<file path="src/rtl/fetch_pkg.sv">
// Shared types and constants for the MIPS fetch stage.
// Optional feature macro used by the fetch files: FETCH_ALIGN_CHECK_EN.
package fetch_pkg;

  localparam int WORD_W = 32;
  localparam int CNT_W  = 3;

  localparam logic [WORD_W-1:0] PC_STEP          = 32'd4;
  localparam logic [WORD_W-1:0] DEFAULT_RESET_PC = 32'h0000_0000;

  typedef enum logic [1:0] {
    WAIT = 2'd0,
    HOLD = 2'd1,
    HALT = 2'd2
  } fetch_state_e;

  // Clears the byte-offset bits so the PC always names a whole word.
  function automatic logic [WORD_W-1:0] alignWord(input logic [WORD_W-1:0] addr);
    return addr & ~(PC_STEP - 32'd1);
  endfunction

endpackage

</file>
<file path="src/rtl/fetch_wait_timer.sv">
// Loadable 3-bit down-counter that paces instruction-memory settle time.
// Stops at zero and reports it through o_zero.
module fetch_wait_timer
  import fetch_pkg::*;
#(
  parameter logic [CNT_W-1:0] RESET_VAL = '0
) (
  input  logic             clk,
  input  logic             reset,
  input  logic             i_load,
  input  logic [CNT_W-1:0] i_load_val,
  input  logic             i_dec,
  output logic             o_zero
);

  logic [CNT_W-1:0] r_cnt;

  always_ff @(posedge clk or posedge reset) begin
    if (reset) begin
      r_cnt <= RESET_VAL;
    end else if (i_load) begin
      r_cnt <= i_load_val;
    end else if (i_dec && (r_cnt != '0)) begin
      r_cnt <= r_cnt - {{(CNT_W-1){1'b0}}, 1'b1};
    end
  end

  assign o_zero = (r_cnt == '0);

endmodule

</file>
<file path="src/rtl/instr_fetch_unit.sv">
// Fetch stage: PC, instruction register and WAIT/HOLD(/HALT) control.
// Define FETCH_ALIGN_CHECK_EN to halt on misaligned redirects instead of masking them.
module instr_fetch_unit
  import fetch_pkg::*;
#(
  parameter logic [WORD_W-1:0] RESET_PC = DEFAULT_RESET_PC,
  parameter int                MEM_WAIT = 1
) (
  input  logic              clk,
  input  logic              reset,
  output logic [WORD_W-1:0] imem_addr,
  input  logic [WORD_W-1:0] imem_instr,
  output logic              fetch_valid,
  input  logic              fetch_ready,
  input  logic              redirect_valid,
  input  logic [WORD_W-1:0] redirect_target,
  output logic [WORD_W-1:0] ir,
  output logic [WORD_W-1:0] ir_pc,
  output logic [WORD_W-1:0] pc_plus4,
  output logic              misalign_err
);

  localparam logic [CNT_W-1:0] WAIT_INIT = CNT_W'(MEM_WAIT);

  fetch_state_e r_state;
  fetch_state_e w_next_state;

  logic [WORD_W-1:0] r_pc;
  logic [WORD_W-1:0] r_ir;
  logic [WORD_W-1:0] r_ir_pc;
  logic [WORD_W-1:0] r_pc_plus4;

  logic w_cnt_zero;
  logic w_misalign;
  logic w_take_redirect;
  logic w_latch;
  logic w_advance;
  logic w_dec;
  logic w_load_cnt;
  logic [WORD_W-1:0] w_target;

`ifdef FETCH_ALIGN_CHECK_EN
  logic r_misalign_err;

  assign w_misalign = redirect_valid && (redirect_target[1:0] != 2'b00);

  always_ff @(posedge clk or posedge reset) begin
    if (reset) begin
      r_misalign_err <= 1'b0;
    end else if ((r_state != HALT) && w_misalign) begin
      r_misalign_err <= 1'b1;
    end
  end

  assign misalign_err = r_misalign_err;
`else
  assign w_misalign   = 1'b0;
  assign misalign_err = 1'b0;
`endif

  assign w_target = alignWord(redirect_target);

  always_ff @(posedge clk or posedge reset) begin
    if (reset) begin
      r_state <= WAIT;
    end else begin
      r_state <= w_next_state;
    end
  end

  always_comb begin
    w_next_state = r_state;
    case (r_state)
      WAIT: begin
        if (w_misalign)          w_next_state = HALT;
        else if (redirect_valid) w_next_state = WAIT;
        else if (w_cnt_zero)     w_next_state = HOLD;
      end
      HOLD: begin
        if (w_misalign)                        w_next_state = HALT;
        else if (redirect_valid || fetch_ready) w_next_state = WAIT;
      end
      HALT:    w_next_state = HALT;
      default: w_next_state = WAIT;
    endcase
  end

  // Redirect outranks both the settle countdown and the consumer handshake.
  always_comb begin
    w_take_redirect = 1'b0;
    w_latch         = 1'b0;
    w_advance       = 1'b0;
    w_dec           = 1'b0;
    case (r_state)
      WAIT: begin
        if (!w_misalign) begin
          if (redirect_valid)  w_take_redirect = 1'b1;
          else if (w_cnt_zero) w_latch         = 1'b1;
          else                 w_dec           = 1'b1;
        end
      end
      HOLD: begin
        if (!w_misalign) begin
          if (redirect_valid)   w_take_redirect = 1'b1;
          else if (fetch_ready) w_advance       = 1'b1;
        end
      end
      default: ;
    endcase
  end

  assign w_load_cnt = w_take_redirect | w_advance;

  fetch_wait_timer #(
    .RESET_VAL (WAIT_INIT)
  ) u_wait_timer (
    .clk        (clk),
    .reset      (reset),
    .i_load     (w_load_cnt),
    .i_load_val (WAIT_INIT),
    .i_dec      (w_dec),
    .o_zero     (w_cnt_zero)
  );

  always_ff @(posedge clk or posedge reset) begin
    if (reset) begin
      r_pc <= RESET_PC;
    end else if (w_take_redirect) begin
      r_pc <= w_target;
    end else if (w_advance) begin
      r_pc <= r_pc + PC_STEP;
    end
  end

  always_ff @(posedge clk or posedge reset) begin
    if (reset) begin
      r_ir       <= '0;
      r_ir_pc    <= '0;
      r_pc_plus4 <= '0;
    end else if (w_latch) begin
      r_ir       <= imem_instr;
      r_ir_pc    <= r_pc;
      r_pc_plus4 <= r_pc + PC_STEP;
    end
  end

  assign imem_addr   = r_pc;
  assign fetch_valid = (r_state == HOLD);
  assign ir          = r_ir;
  assign ir_pc       = r_ir_pc;
  assign pc_plus4    = r_pc_plus4;

endmodule

</file>
<file path="config.mk">
export PLATFORM = sky130hd
export DESIGN_NAME = instr_fetch_unit
export DESIGN_NICKNAME = d
export VERILOG_FILES = /design/src/rtl/fetch_pkg.sv /design/src/rtl/fetch_wait_timer.sv /design/src/rtl/instr_fetch_unit.sv
export SDC_FILE = /design/constraint.sdc
export NUM_CORES = 1
export LEC_CHECK = 0
export CAP_MARGIN = 20
export CORE_UTILIZATION = 40
export DETAILED_ROUTE_END_ITERATION = 6
export PLACE_DENSITY = 0.73
export SYNTH_ARGS = -nofsm -noshare
export SYNTH_HDL_FRONTEND = slang
export SYNTH_HIERARCHICAL = 1
export SYNTH_SLANG_ARGS = --single-unit
</file>
<file path="constraint.sdc">
create_clock -name clk -period 4.5 [get_ports clk]
set_input_delay 0.9 -clock clk [delete_from_list [all_inputs] [get_ports clk]]
set_output_delay 0.9 -clock clk [all_outputs]
set_load 0.02 [all_outputs]
</file>
==> impl_metrics.py <==
metrics = {
    "global_routing": {
        "gr-usage-all-layers_pct": 20.4,
        "antenna_found_initial": 0,
        "grt_max_degree": 63,
        "overflow": 0,
        "grt_pass1_wl_um": 23200,
        "grt_pass1_vias": 4644,
    },
    "place": {
        "hpwl_um": 10000,
        "gp_congestion": 0.755,
        "numPortBuffers": 188,
        "dpl_cell_area_mm2": 0.00778,
        "dp_slack_ns": 0.680,
        "placedCellCount": 844,
    },
    "setup_path": {
        "crit_buf_inv": 2,
        "cp_cell_sequence": "clkdlybuf4s50_1 -> a21oi_1 -> or2_1 -> clkinv_1 -> nor4b_1 -> a221o_1",
        "cpMaxStageDelayCell": "or2_1",
        "crit_arrival_ns": 3.75,
        "crit_fanout": 24,
        "required_ns": 4.85,
        "path_class": "in -> reg",
        "end_kind": "flip-flop",
        "worst_setup_path_start_kind": "input pin",
        "slowest_delay_ns": 0.77,
        "critPathTopFamily": "simple AND/OR/NAND/NOR gates",
    },
    "die": {
        "design.core.area_mm2": 0.0140,
        "pin_count": 198,
        "start_util_pct": 41.2,
        "die_area_mm2": 0.0149,
        "die_h_um": 122,
        "die_w_um": 122,
        "rows": 43,
    },
    "clock_tree": {
        "cts_root_buffer": "clkbuf_16",
        "clk_pin_slew_ns": 0.06,
        "htree_levels": 4,
        "cts_hold_buf": 0,
        "post-cts-setup-buffers": 0,
        "cts.sinks": 127,
        "clock_latency_ns": 0.41,
        "cts_buffer_depth": 2,
        "cts_resized": 0,
        "cts_tree": "yes",
        "numCtsBuffers": 17,
    },
    "yosys": {
        "synth_simple_gate_area_share_pct": 11.4,
        "async_flop_share_pct": 100,
        "synthFlopType": "dfrtp_1",
        "syn_area_mm2": 0.00577,
        "yosysWarningCount": 6,
        "yosysTopAreaCell": "dfrtp_1",
        "synth_fa_ha_area_share_pct": 0.651,
        "synth_most_common_cell": "dfrtp_1",
        "ys_seq_area_share_pct": 55.1,
        "synth_area_leaders": "dfrtp_1, mux2_2, a21oi_1, xor2_1, nor2_1",
        "yosysUniqueCellTypes": 49,
        "yosys.area_share.xor_xnor_pct": 4.25,
        "synth-edff-count": 0,
        "synth_common_cells": "dfrtp_1, mux2_2, a21oi_1",
        "synth_seq_cells": 127,
        "netlist_instances": 501,
        "synth_top_area_share_pct": 54.7,
        "synth.avg_cell_area_um2": 11.5,
        "synth_top_family_by_area": "multiplexers",
        "synth_compound_area_share_pct": 11.3,
        "synthMuxAreaShare_pct": 12.6,
    },
    "routing": {
        "drt_first_pass_iters": 4,
        "drt-initial-drc-count": 243,
        "drtAntennaViolNets": 0,
        "highest_layer": "met4",
        "vias": 4558,
        "via_per_inst": 5.20,
        "routedWlPerCell_um": 16.5,
        "wl_met1_um": 6120,
        "met2_wirelength_um": 6880,
        "drc_errors": 0,
        "routed_wl_um": 14500,
        "routed-wl-met3_um": 1270,
    },
    "final_layout": {
        "stdcell_count": 876,
        "stdcell_area_mm2": 0.00837,
        "drive_above_1_share_pct": 16.4,
        "nNetsFinal": 754,
        "area_delta_synth_final_pct": 45.1,
        "antennaDiodeCount": 0,
    },
    "timing": {
        "final.setup.worst_slack_ns": 1.10,
        "fin_setup_tns_ns": 0,
        "drv_slew": 0,
        "period_share_pct": 75.6,
        "relSlewSlack_pct": 34.1,
        "fmax_ghz": 0.294,
        "skew_ns": 0.00807,
        "rsz0062_at_grt": "no",
        "finalHoldViolations": 0,
        "finalSetupViolations": 0,
        "fin_crit_ns": 3.40,
        "tightestPinTransition_ns": 0.988,
    },
    "power_and_ir_drop": {
        "p_per_area_mw_per_mm2": 662,
        "peakVddDrop_v": 0.000401,
        "switching_share_pct": 34.0,
        "pwr-share-clk_pct": 24.6,
        "power.share.combinational_pct": 41.0,
        "p_leak_nw": 3.47,
        "internal_power_mw": 3.65,
        "p_sw_mw": 1.89,
        "seqPwrFrac_pct": 34.4,
    },
    "status": {
        "outcome": "completed",
    },
    "worst_hold_path": {
        "hp-class": "reg -> reg",
    },
    "flow_run": {
        "maxCapViolCount": 0,
    },
}
[final timing paths]
check,to,slack [ns],cells past startpoint,start
worst max-delay path,u_wait_timer/r_cnt[1]$_DFFE_PP0P_,1.10,6,redirect_valid
max in group asynchronous,ir[27]$_DFFE_PP0P_,2.78,3,reset
worst min register to register,ir[11]$_DFFE_PP0P_,0.50,1,ir[11]$_DFFE_PP0P_
min in group asynchronous,u_wait_timer/r_cnt[1]$_DFFE_PP0P_,0.76,2,reset
worst min-delay path,ir[11]$_DFFE_PP0P_,0.50,1,ir[11]$_DFFE_PP0P_
worst max register to register,u_wait_timer/r_cnt[1]$_DFFE_PP0P_,1.63,5,r_state[0]$_DFFE_PP0P_
[power by group through the flow]
stage | clock network, mW | registers [mW] | logic [mW]
after detailed placement | 0 | 1.92 | 2.29
after global placement | 0 | 1.89 | 2.25
after global routing | 1.44 | 1.97 | 2.43
after CTS | 1.39 | 1.92 | 2.30
final | 1.36 | 1.91 | 2.27
after floorplan | 0 | 2.42 | 0.649
[area by class of cell]
type	count	area, um2
Clock inverter	11	113
Clock buffer	21	480
Multi-Input combinational cell	328	2370
Sequential cell	127	3180
Fill cell	1152	5620
Inverter	14	55.1
Timing Repair Buffer	195	1950
Tap cell	180	225
[per-stage QoR]
stage | hold slack, ns | utilization (%) | total power, mW
after floorplan | 0.534 | - | 3.07
after global placement | 0.489 | 55.6 | 4.15
after detailed placement | 0.495 | 55.6 | 4.21
after CTS | 0.507 | 59.8 | 5.60
after global routing | 0.510 | 59.8 | 5.84
final | 0.504 | 59.8 | 5.54
[logic make-up (layout without fill, tap and decap cells)]
logic type / count (synthesis) / after routing
flip-flops: 127 / 127
AND/OR/NAND/NOR: 119 / 119
AO/OA/AOI/OAI: 103 / 103
multiplexers: 65 / 65
buffers and inverters: 54 / 241
XOR/XNOR: 28 / 28
adder cells (fa/ha/maj): 3 / 3
other: 2 / 10
[sequential cells by signal, summed over array words and instances, names as in the netlist]
register            count
ir                     32
imem_addr              30
ir_pc                  30
pc_plus4               30
u_wait_timer/r_cnt      3
r_state                 2
[routing by layer]
metal / vias up / track usage (%)
met5: - / 0
met4: 0 / 9.38
met3: 19 / 7.63
li1: 2132 / -
met1: 2217 / 25.0
met2: 190 / 31.8
[worst reg2reg max path, stage by stage (launching register included)]
cell and delay [ns]:
dfrtp_1 0.48, a21oi_1 0.15, or2_1 0.77, clkinv_1 0.73
nor4b_1 0.51, a221o_1 0.16
[cells in the final DEF (no fill, tap or decap), drive strengths merged, types with 4 or more instances in the layout]
cell | synthesis | routed
and4 | 5 | 5
clkdlybuf4s50 | 0 | 188
a221o | 12 | 12
nor4b | 4 | 4
nand4 | 8 | 8
buf | 29 | 7
o21ai | 24 | 24
clkbuf | 11 | 21
a21oi | 42 | 42
nor2 | 38 | 38
nand2 | 19 | 19
nor3 | 14 | 14
o311ai | 5 | 5
nand3 | 16 | 16
dfrtp | 126 | 126
inv | 13 | 13
nor2b | 5 | 5
a22oi | 7 | 7
a21o | 6 | 6
xor2 | 17 | 17
xnor2 | 11 | 11
clkinv | 1 | 7
and3 | 4 | 4
conb | 2 | 10
mux2 | 63 | 63
Note: power is estimated with default switching activity, not from simulation.
==> RTL change (config.mk and constraints unchanged) <==
Encoding of `fetch_state_e`: now one-hot (3 bits for 3 states).
--- a/src/rtl/fetch_pkg.sv
+++ b/src/rtl/fetch_pkg.sv
@@ -10,6 +10,6 @@
 
-  typedef enum logic [1:0] {
-    WAIT = 2'd0,
-    HOLD = 2'd1,
-    HALT = 2'd2
+  typedef enum logic [2:0] {
+    WAIT = 3'b001,
+    HOLD = 3'b010,
+    HALT = 3'b100
   } fetch_state_e;
Function: no difference found for any inputs over 10 cycles, from zero or initial values and one cycle with reset high; not proved beyond that.
==> RTL change against the unedited design <==
  * Critical path depth fell by 3
  * Power grew 13%
  * Setup slack better by 0.49 ns
  * Sequential cell count up 1
  * Fmax increased by 17%
  * Cell area rose by 0.73%
  * Synthesized area is 2.3% higher
  * Hold slack got worse by 0.035 ns
  * Wire length rose by 14%
  * Critical path type is now reg2out
  * Largest power group unchanged
  * Highest routed layer unchanged
==> RTL change: results (changes against the unedited design) <==
[timing]
worst_pin_slew_ns = 1.08  ; was 0.988 ns
fin_worst_skew_ns = 0.00670  ; was 0.00807 ns

[synth]
synth_area_leaders = dfrtp_1 (53%), nand2_1 (15%), o21ai_0 (4.6%)  ; was dfrtp_1 (55%), mux2_2 (12%), a21oi_1 (3.6%)
yosys.cell_types.count = 48  ; was 49

[pwr]
p_seq_share_pct = 34.0  ; was 34.4%
netSwitchingFraction_pct = 39.8  ; was 34.0%
pwr-share-comb_pct = 44.9  ; was 41.0%
peakVddDrop_v = 0.000304  ; was 0.000401 V
leakage_uw = 0.00376  ; was 0.00347 µW
switchingPower_uw = 2490  ; was 1890 µW

[setup_path]
critPathMaxStageDelay_ns = 0.63  ; was 0.77 ns
cp.arrival_ns = 2.01  ; was 3.75 ns
cpMaxStageDelayCell = clkdlybuf4s50_1  ; was or2_1
r2r_cells = 6  ; was 5
path_max_fanout = 6  ; was 24
crit_start = r_state[1]$_DFFE_PP0P_  ; was redirect_valid
crit-reg2reg-launch = imem_addr[2]$_DFFE_PP0P_  ; was r_state[0]$_DFFE_PP0P_

[global_route]
grt_max_degree = 109  ; was 63
grt_usage_pct = 22.3  ; was 20.4%
grt_pass1_vias = 4774  ; was 4644

[hold_path]
min_delay_path_depth = 2  ; was 1
worstHoldStart = ir[7]$_DFFE_PP0P_  ; was ir[11]$_DFFE_PP0P_

[finish]
drive_gt1_share_pct = 5.85  ; was 16.4%
multiInputGateArea_um2 = 2440  ; was 2370 µm²
nets = 896  ; was 754
diodes = 0  ; unchanged

[placed_design]
post_dp_cell_area_um2 = 7870  ; was 7780 µm²
dp_hpwl_um = 11000  ; was 10000 µm

[drt]
vias = 5156  ; was 4558

[run_status]
status = completed  ; unchanged

[clocking]
cts.repair.resized = 0  ; unchanged

## RTL change: how the worst min path moves through the flow
| stage | end |
|---|---|
| global route | ir_pc[9]$_DFFE_PP0P_ |
| global placement | ir[7]$_DFFE_PP0P_ |
| floorplan | r_state[2]$_DFFE_PP0P_ |
| finish | ir[7]$_DFFE_PP0P_ |
| CTS | ir[7]$_DFFE_PP0P_ |
| detailed placement | ir[7]$_DFFE_PP0P_ |
## RTL change: worst reg2reg max path, cell delays in order (launching register included)
cell     delay, ns
dfrtp_1       0.50
ha_1          0.32
nand3_1       0.26
nor4_1        0.80
nand4_1       0.31
o31a_1        0.35
o21ai_0       0.07
## RTL change: layout make-up
class | instances | area share (%)
inverters | 15 | 0.727
multi-input cells | 468 | 28.9
repair buffers | 195 | 22.9
flip-flops and latches | 128 | 38.0
clock buffers | 25 | 5.99
clock inverters | 6 | 0.653
well taps | 184 | 2.73
## RTL change: per-stage QoR
stage | setup WS, ns | std cells
finish | 1.59 | 1021
global placement | 1.32 | 990
global route | 1.48 | 1021
detailed placement | 1.32 | 990
floorplan | 0.274 | 664
CTS | 1.60 | 1021
## RTL change: per-layer routing
metal  vias up  wire length [µm]  GRT usage, %
li1       2513                 -             -
met2       153              7630          33.3
met4         0               374          9.71
met5         -                 0             0
met1      2464              7590          30.6
met3        26               981          5.67
## RTL change: logic make-up (layout without fill, tap and decap cells)
group | Yosys count | in the layout | synth area share (%)
xor gates and xnor gates | 28 | 28 | 4.15
muxes | 1 | 1 | 0.191
buffers and inverters | 68 | 241 | 5.11
and+or+nand+nor | 313 | 313 | 23.7
adders and majority gates | 3 | 3 | 0.636
AOI/OAI and AO/OA | 113 | 113 | 11.8
DFF | 128 | 128 | 54.3
other | 2 | 10 | 0.127
